`config.mk`:
```
export PLATFORM = sky130hd
export DESIGN_NAME = packet_transmitter
export DESIGN_NICKNAME = d
export VERILOG_FILES = /design/src/rtl/pkt_pkg.sv /design/src/rtl/pkt_checksum.sv /design/src/rtl/packet_transmitter.sv
export SDC_FILE = /design/constraint.sdc
export NUM_CORES = 1
export LEC_CHECK = 0
export BUFFER_PORTS_ARGS = -buffer_cell sky130_fd_sc_hd__buf_2
export CAP_MARGIN = 20
export CORE_ASPECT_RATIO = 0.9
export CORE_MARGIN = 10
export CORE_UTILIZATION = 50
export DETAILED_ROUTE_END_ITERATION = 8
export GPL_TIMING_DRIVEN = 1
export PLACE_DENSITY = 0.73
export SLEW_MARGIN = 20
export SYNTH_ARGS = -nofsm -noshare
export SYNTH_HDL_FRONTEND = slang
export SYNTH_SLANG_ARGS = --single-unit
```
`constraint.sdc`:
```
create_clock -name clk -period 3.18 [get_ports clk]
set_input_delay 0.159 -clock clk [delete_from_list [all_inputs] [get_ports clk]]
set_output_delay 0.159 -clock clk [all_outputs]
set_load 0.005 [all_outputs]
```
`src/rtl/pkt_pkg.sv`:
```
// Shared packet-format definitions for the packet transmitter and receiver.
// Holds the framing constants and the common state encoding.
package pkt_pkg;

    localparam logic [7:0] HEADER_BYTE_DEFAULT = 8'hAA;
    localparam int         PKT_LEN             = 18;
    // Header and checksum take the two framing bytes around the payload.
    localparam int         PAYLOAD_LEN_DEFAULT = PKT_LEN - 2;

    typedef enum logic [1:0] {
        IDLE     = 2'd0,
        HEADER   = 2'd1,
        PAYLOAD  = 2'd2,
        CHECKSUM = 2'd3
    } pkt_state_t;

endpackage

```
`src/rtl/pkt_checksum.sv`:
```
// Byte-wide XOR accumulator shared by the packet transmitter and receiver.
// A clear takes priority over folding in a byte on the same cycle.
module pkt_checksum (
    input  logic       clk,
    input  logic       rst,
    input  logic       clr,
    input  logic       en,
    input  logic [7:0] byte_in,
    output logic [7:0] sum
);

    always_ff @(posedge clk) begin
        if (!rst) begin
            sum <= 8'h00;
        end else if (clr) begin
            sum <= 8'h00;
        end else if (en) begin
            sum <= sum ^ byte_in;
        end
    end

endmodule

```
`src/rtl/packet_transmitter.sv`:
```
// Serialises a parallel payload into header, payload (MSB byte first) and
// XOR checksum bytes over a valid/ready byte interface.
//
// state    | meaning
// ---------+-----------------------------------------------------------
// IDLE     | pkt_ready high, waiting for pkt_valid; tx_valid low
// HEADER   | presenting HEADER_BYTE until the sink takes it
// PAYLOAD  | presenting payload byte <index>, MSB byte first
// CHECKSUM | presenting the XOR of all payload bytes
module packet_transmitter
    import pkt_pkg::*;
#(
    parameter logic [7:0] HEADER_BYTE = HEADER_BYTE_DEFAULT,
    parameter int         PAYLOAD_LEN = PAYLOAD_LEN_DEFAULT
) (
    input  logic                     clk,
    input  logic                     rst,
    input  logic [8*PAYLOAD_LEN-1:0] pkt_data,
    input  logic                     pkt_valid,
    output logic                     pkt_ready,
    output logic [7:0]               tx_byte,
    output logic                     tx_valid,
    input  logic                     tx_ready,
    output logic                     pkt_done,
    output logic [15:0]              sent_count
);

    localparam int               IDX_W    = (PAYLOAD_LEN > 1) ? $clog2(PAYLOAD_LEN) : 1;
    localparam logic [IDX_W-1:0] LAST_IDX = IDX_W'(PAYLOAD_LEN - 1);

    pkt_state_t               state;
    pkt_state_t               state_next;
    logic [8*PAYLOAD_LEN-1:0] payload_reg;
    logic [IDX_W-1:0]         index;
    logic [7:0]               cur_payload_byte;
    logic [7:0]               csum;
    logic                     accept;
    logic                     payload_take;
    logic                     csum_take;

    // The payload register shifts left as bytes leave, so the current byte
    // is always the top one and matches payload byte <index>.
    assign cur_payload_byte = payload_reg[8*PAYLOAD_LEN-1 -: 8];

    assign accept       = (state == IDLE) && pkt_valid;
    assign payload_take = (state == PAYLOAD) && tx_ready;
    assign csum_take    = (state == CHECKSUM) && tx_ready;

    always_comb begin
        state_next = state;
        pkt_ready  = 1'b0;
        tx_valid   = 1'b0;
        tx_byte    = 8'h00;
        unique case (state)
            IDLE: begin
                pkt_ready = 1'b1;
                if (pkt_valid) begin
                    state_next = HEADER;
                end
            end
            HEADER: begin
                tx_valid = 1'b1;
                tx_byte  = HEADER_BYTE;
                if (tx_ready) begin
                    state_next = PAYLOAD;
                end
            end
            PAYLOAD: begin
                tx_valid = 1'b1;
                tx_byte  = cur_payload_byte;
                if (tx_ready && (index == LAST_IDX)) begin
                    state_next = CHECKSUM;
                end
            end
            CHECKSUM: begin
                tx_valid = 1'b1;
                tx_byte  = csum;
                if (tx_ready) begin
                    state_next = IDLE;
                end
            end
            default: begin
                state_next = IDLE;
            end
        endcase
    end

    always_ff @(posedge clk) begin
        if (!rst) begin
            state <= IDLE;
        end else begin
            state <= state_next;
        end
    end

    always_ff @(posedge clk) begin
        if (!rst) begin
            payload_reg <= '0;
            index       <= '0;
        end else if (accept) begin
            payload_reg <= pkt_data;
            index       <= '0;
        end else if (payload_take) begin
            payload_reg <= payload_reg << 8;
            index       <= (index == LAST_IDX) ? '0 : index + 1'b1;
        end
    end

    always_ff @(posedge clk) begin
        if (!rst) begin
            pkt_done   <= 1'b0;
            sent_count <= 16'h0000;
        end else begin
            pkt_done <= csum_take;
            if (csum_take) begin
                sent_count <= sent_count + 16'd1;
            end
        end
    end

    pkt_checksum u_checksum (
        .clk     (clk),
        .rst     (rst),
        .clr     (accept),
        .en      (payload_take),
        .byte_in (cur_payload_byte),
        .sum     (csum)
    );

endmodule

```
==> metrics.md <==
| Metric | Value |
|---|---|
| CP Capture Type | flip-flop |
| Internal Power | 4.736 mW |
| Area after DPL | 8084 sq um |
| Crit path max fanout | 36 |
| Drt pass-1 iters | 6 |
| Yosys top cell by area | dfxtp_1 |
| Hold Crit Depth | 2 |
| Slew HR | 60.84% |
| Peak VDD IR | 0.4350 mV |
| WHS Endpoint | payload_reg[24]$_SDFFE_PN0P_ |
| Met2 usage | 32.83% |
| Synthesized flop and latch total | 159 |
| Total negative slack | 0 ns |
| CP delay by family, top | simple AND/OR/NAND/NOR gates |
| Global-route wire length before repair | 33580 um |
| Critical path launch point type | flip-flop |
| Synth Net Count | 1018 |
| Post-CTS sizing | 0 |
| Buf+Inv Stages, Crit Path | 1 |
| Final Max Slew Viols | 0 |
| # port buffers | 158 |
| Distinct cell type count after synthesis | 33 |
| DRC | 0 |
| Met3 usage | 5.346% |
| ANT nets after route | 0 |
| Comb pwr share | 31.7% |
| Clock Path Buffers | 2 |
| Worst-skew pair later-pin latency | 0.42 ns |
| Hold crit path type | in2reg |
| Vias in the first global route | 6748 |
| Number of setup violations in the final report | 0 |
| Synth area leaders | dfxtp_1, o211a_1, nand2_1 |
| Slew of the pin with the lowest slew margin | 0.5875 ns |
| I/O Pins | 159 |
| Critical path class | reg2reg |
| Gr busiest metal | met2 |
| CP max stage delay | 0.52 ns |
| Max reg flops | 128 |
| Post-route cell area | 9826 sq um |
| Total Power | 7.075 mW |
| Syn. warnings | 0 |
| Post-Syn Area | 7273 sq um |
| Area Growth Syn to Fin | 35.09% |
| Tmin final | 2.267 ns |
| Root Driver | clkbuf_16 |
| CTS tree | built |
| Power per cell area | 720.0 nW/um^2 |
| Max-Cap Viols | 0 |
| Synthesized area per cell | 8.265 sq um |
| Nets | 1237 |
| Vias per cell | 5.349 |
| Die Y | 134.4 um |
| Crit share post-route | 71.30% |
| RePlAce Congestion | 0.7739 |
| Starting DRT DRC Count | 534 |
| M1 GR Usage | 25.58% |
| Initial Util | 51.37% |
| Power share of the clock group | 29.0% |
| Crit-path slowest cell | ha_1 |
| Hold Vio Cnt, Final | 0 |
| Internal reg-to-reg setup slack | 0.91 ns |
| GRT Util Overall | 20.34% |
| Status | finished clean |
| Standard-cell row count | 41 |
| Grt total ovfl | 0 |
| Post-Synthesis Cells | 880 |
| Core area | 14160 sq um |
| Wire per inst | 15.89 um |
| Num CTS Buffers | 17 |
| Switching part of the total | 33.06% |
| RSZ-0062 raised after global routing | false |
| Hold Path Origin | pkt_data[24] |
| Leak | 5.095 nW |
| Worst-path clk slew | 0.06 ns |
| Die area | 19780 sq um |
| Layout cells sized above 1 | 18.35% |
| Fill cells | 1145 |
| Worst r2r dst | payload_reg[56]$_SDFFE_PN0P_ |
| Worst Clk Skew | 0.01128 ns |
| Reg power frac | 39.4% |
| Yosys top cell area share | 43.76% |
| Initial antenna violation count | 3 |
| Via count | 6997 |
| R2R cell count | 6 |
| Worst path cell trace | ha_1, and2_4, buf_4, nand2_1, nand3_1, o211a_1 |
| Worst path required time | 3.55 ns |
| Worst EP arrival | 2.64 ns |
| Switching power | 2.339 mW |
| Sequential area share after synthesis | 43.76% |
| Htree depth | 4 |
| Achievable clock frequency | 441.0 MHz |
| Crit Reg-Reg Startpoint | state[1]$_SDFFE_PN0P_ |
| Detailed placement HPWL | 12000 um |
| Clock Sinks | 159 |
| Die Span X | 147.1 um |
| Total Wirelength | 20780 um |
| Largest net degree at the start of global routing | 106 |
-- cells in the final DEF (no fill, tap or decap), types with 2 or more instances in the layout --
cell type      count
nand2_1          263
dfxtp_1          159
buf_2            157
nand3_1          128
o211a_1          120
dlygate4sd3_1    113
nor2_1            17
clkbuf_16         17
a22oi_1           16
and2_1            13
xor2_1            13
a21oi_1            9
nor2b_1            8
nand4_1            7
xnor2_1            7
ha_1               6
clkbuf_8           5
clkinv_2           5
inv_1              4
nor3_1             4
nand2b_1           4
buf_4              4
buf_12             4
diode_2            3
o21ai_0            3
and4_1             3
mux2i_1            3
and3_1             2
nor4_2             2
clkinvlp_4         2
bufinv_16          2
-- per-layer routing --
layer / wire (um) / share of wire, % / up-vias
li1: - / - / 3500
met1: 9343 / 45 / 3238
met2: 9852 / 47 / 220
met3: 1152 / 5.5 / 39
met4: 436 / 2.1 / 0
met5: 0 / 0 / -
-- through the flow --
stage	hold WS, ns	instances	utilization, %	setup slack (ns)
global route	0.004205	1308	69.40	0.6891
floorplan	0.3154	880	-	1.541
global placement	0.3999	1160	57.10	0.9567
detailed placement	0.4021	1160	57.10	0.9284
CTS	0.0007686	1305	69.34	0.9252
finish	0.009348	1308	69.40	0.9127
-- worst max path at each step --
stage | from | end | slack, ns | cells past startpoint
after floorplan | state[1]$_SDFFE_PN0P_ | payload_reg[10]$_SDFFE_PN0P_ | 1.54 | 7
after global placement | state[1]$_SDFFE_PN0P_ | payload_reg[45]$_SDFFE_PN0P_ | 0.96 | 6
after detailed placement | state[1]$_SDFFE_PN0P_ | payload_reg[45]$_SDFFE_PN0P_ | 0.93 | 6
after CTS | state[1]$_SDFFE_PN0P_ | payload_reg[45]$_SDFFE_PN0P_ | 0.93 | 6
after global routing | state[1]$_SDFFE_PN0P_ | payload_reg[48]$_SDFFE_PN0P_ | 0.69 | 6
final | state[1]$_SDFFE_PN0P_ | payload_reg[56]$_SDFFE_PN0P_ | 0.91 | 6
-- cell usage after synthesis (all sizes together) --
cell type / count
a21boi: 1
a21oi: 9
a22oi: 16
and2: 14
and3: 2
and4: 3
buf: 39
clkbuf: 39
dfxtp: 159
ha: 6
inv: 4
mux2i: 3
nand2: 265
nand2b: 4
nand3: 128
nand3b: 1
nand4: 8
nor2: 18
nor2b: 8
nor3: 4
nor4: 3
o211a: 120
o21ai: 3
o221ai: 1
o31ai: 1
or3: 1
xnor2: 7
xor2: 13
-- repair_timing --
item | in CTS | in global routing
endpoints found under the hold margin | 113 | 0
hold buffers | 113 | 0
endpoints found under the setup margin | 0 | 0
setup buffers | 0 | 0
-- cell type report --
cell class                      instances  area, sq um  area share (%)
Clock inverter                         10        108.9           1.108
Inverter                                4        15.01          0.1528
Antenna cell                            3        7.507         0.07640
Timing Repair Buffer                  278         2027           20.63
Sequential cell                       159         3183           32.40
Clock buffer                           22        494.2           5.030
Multi-Input combinational cell        639         3749           38.15
Tap cell                              193        241.5           2.458
-- cell families (layout without fill, tap and decap cells) --
logic type	after synthesis	count (layout)	synth area share [%]
XOR/XNOR	20	20	2.408
buffers and inverters	82	314	4.989
AO/OA/AOI/OAI	151	151	19.32
flip-flops	159	159	43.76
other	0	3	0
multiplexers	3	3	0.4129
adder cells (fa/ha/maj)	6	6	1.032
AND/OR/NAND/NOR	459	459	28.08
-- power by group through the flow --
stage | clock network, mW | registers (mW) | logic [mW]
after floorplan | 0 | 2.74 | 1.70
after global placement | 0 | 2.80 | 2.06
after detailed placement | 0 | 2.81 | 2.10
after CTS | 2.09 | 2.77 | 2.23
after global routing | 2.17 | 2.84 | 2.52
final | 2.05 | 2.78 | 2.24
Power figures use the tool's default switching activity.
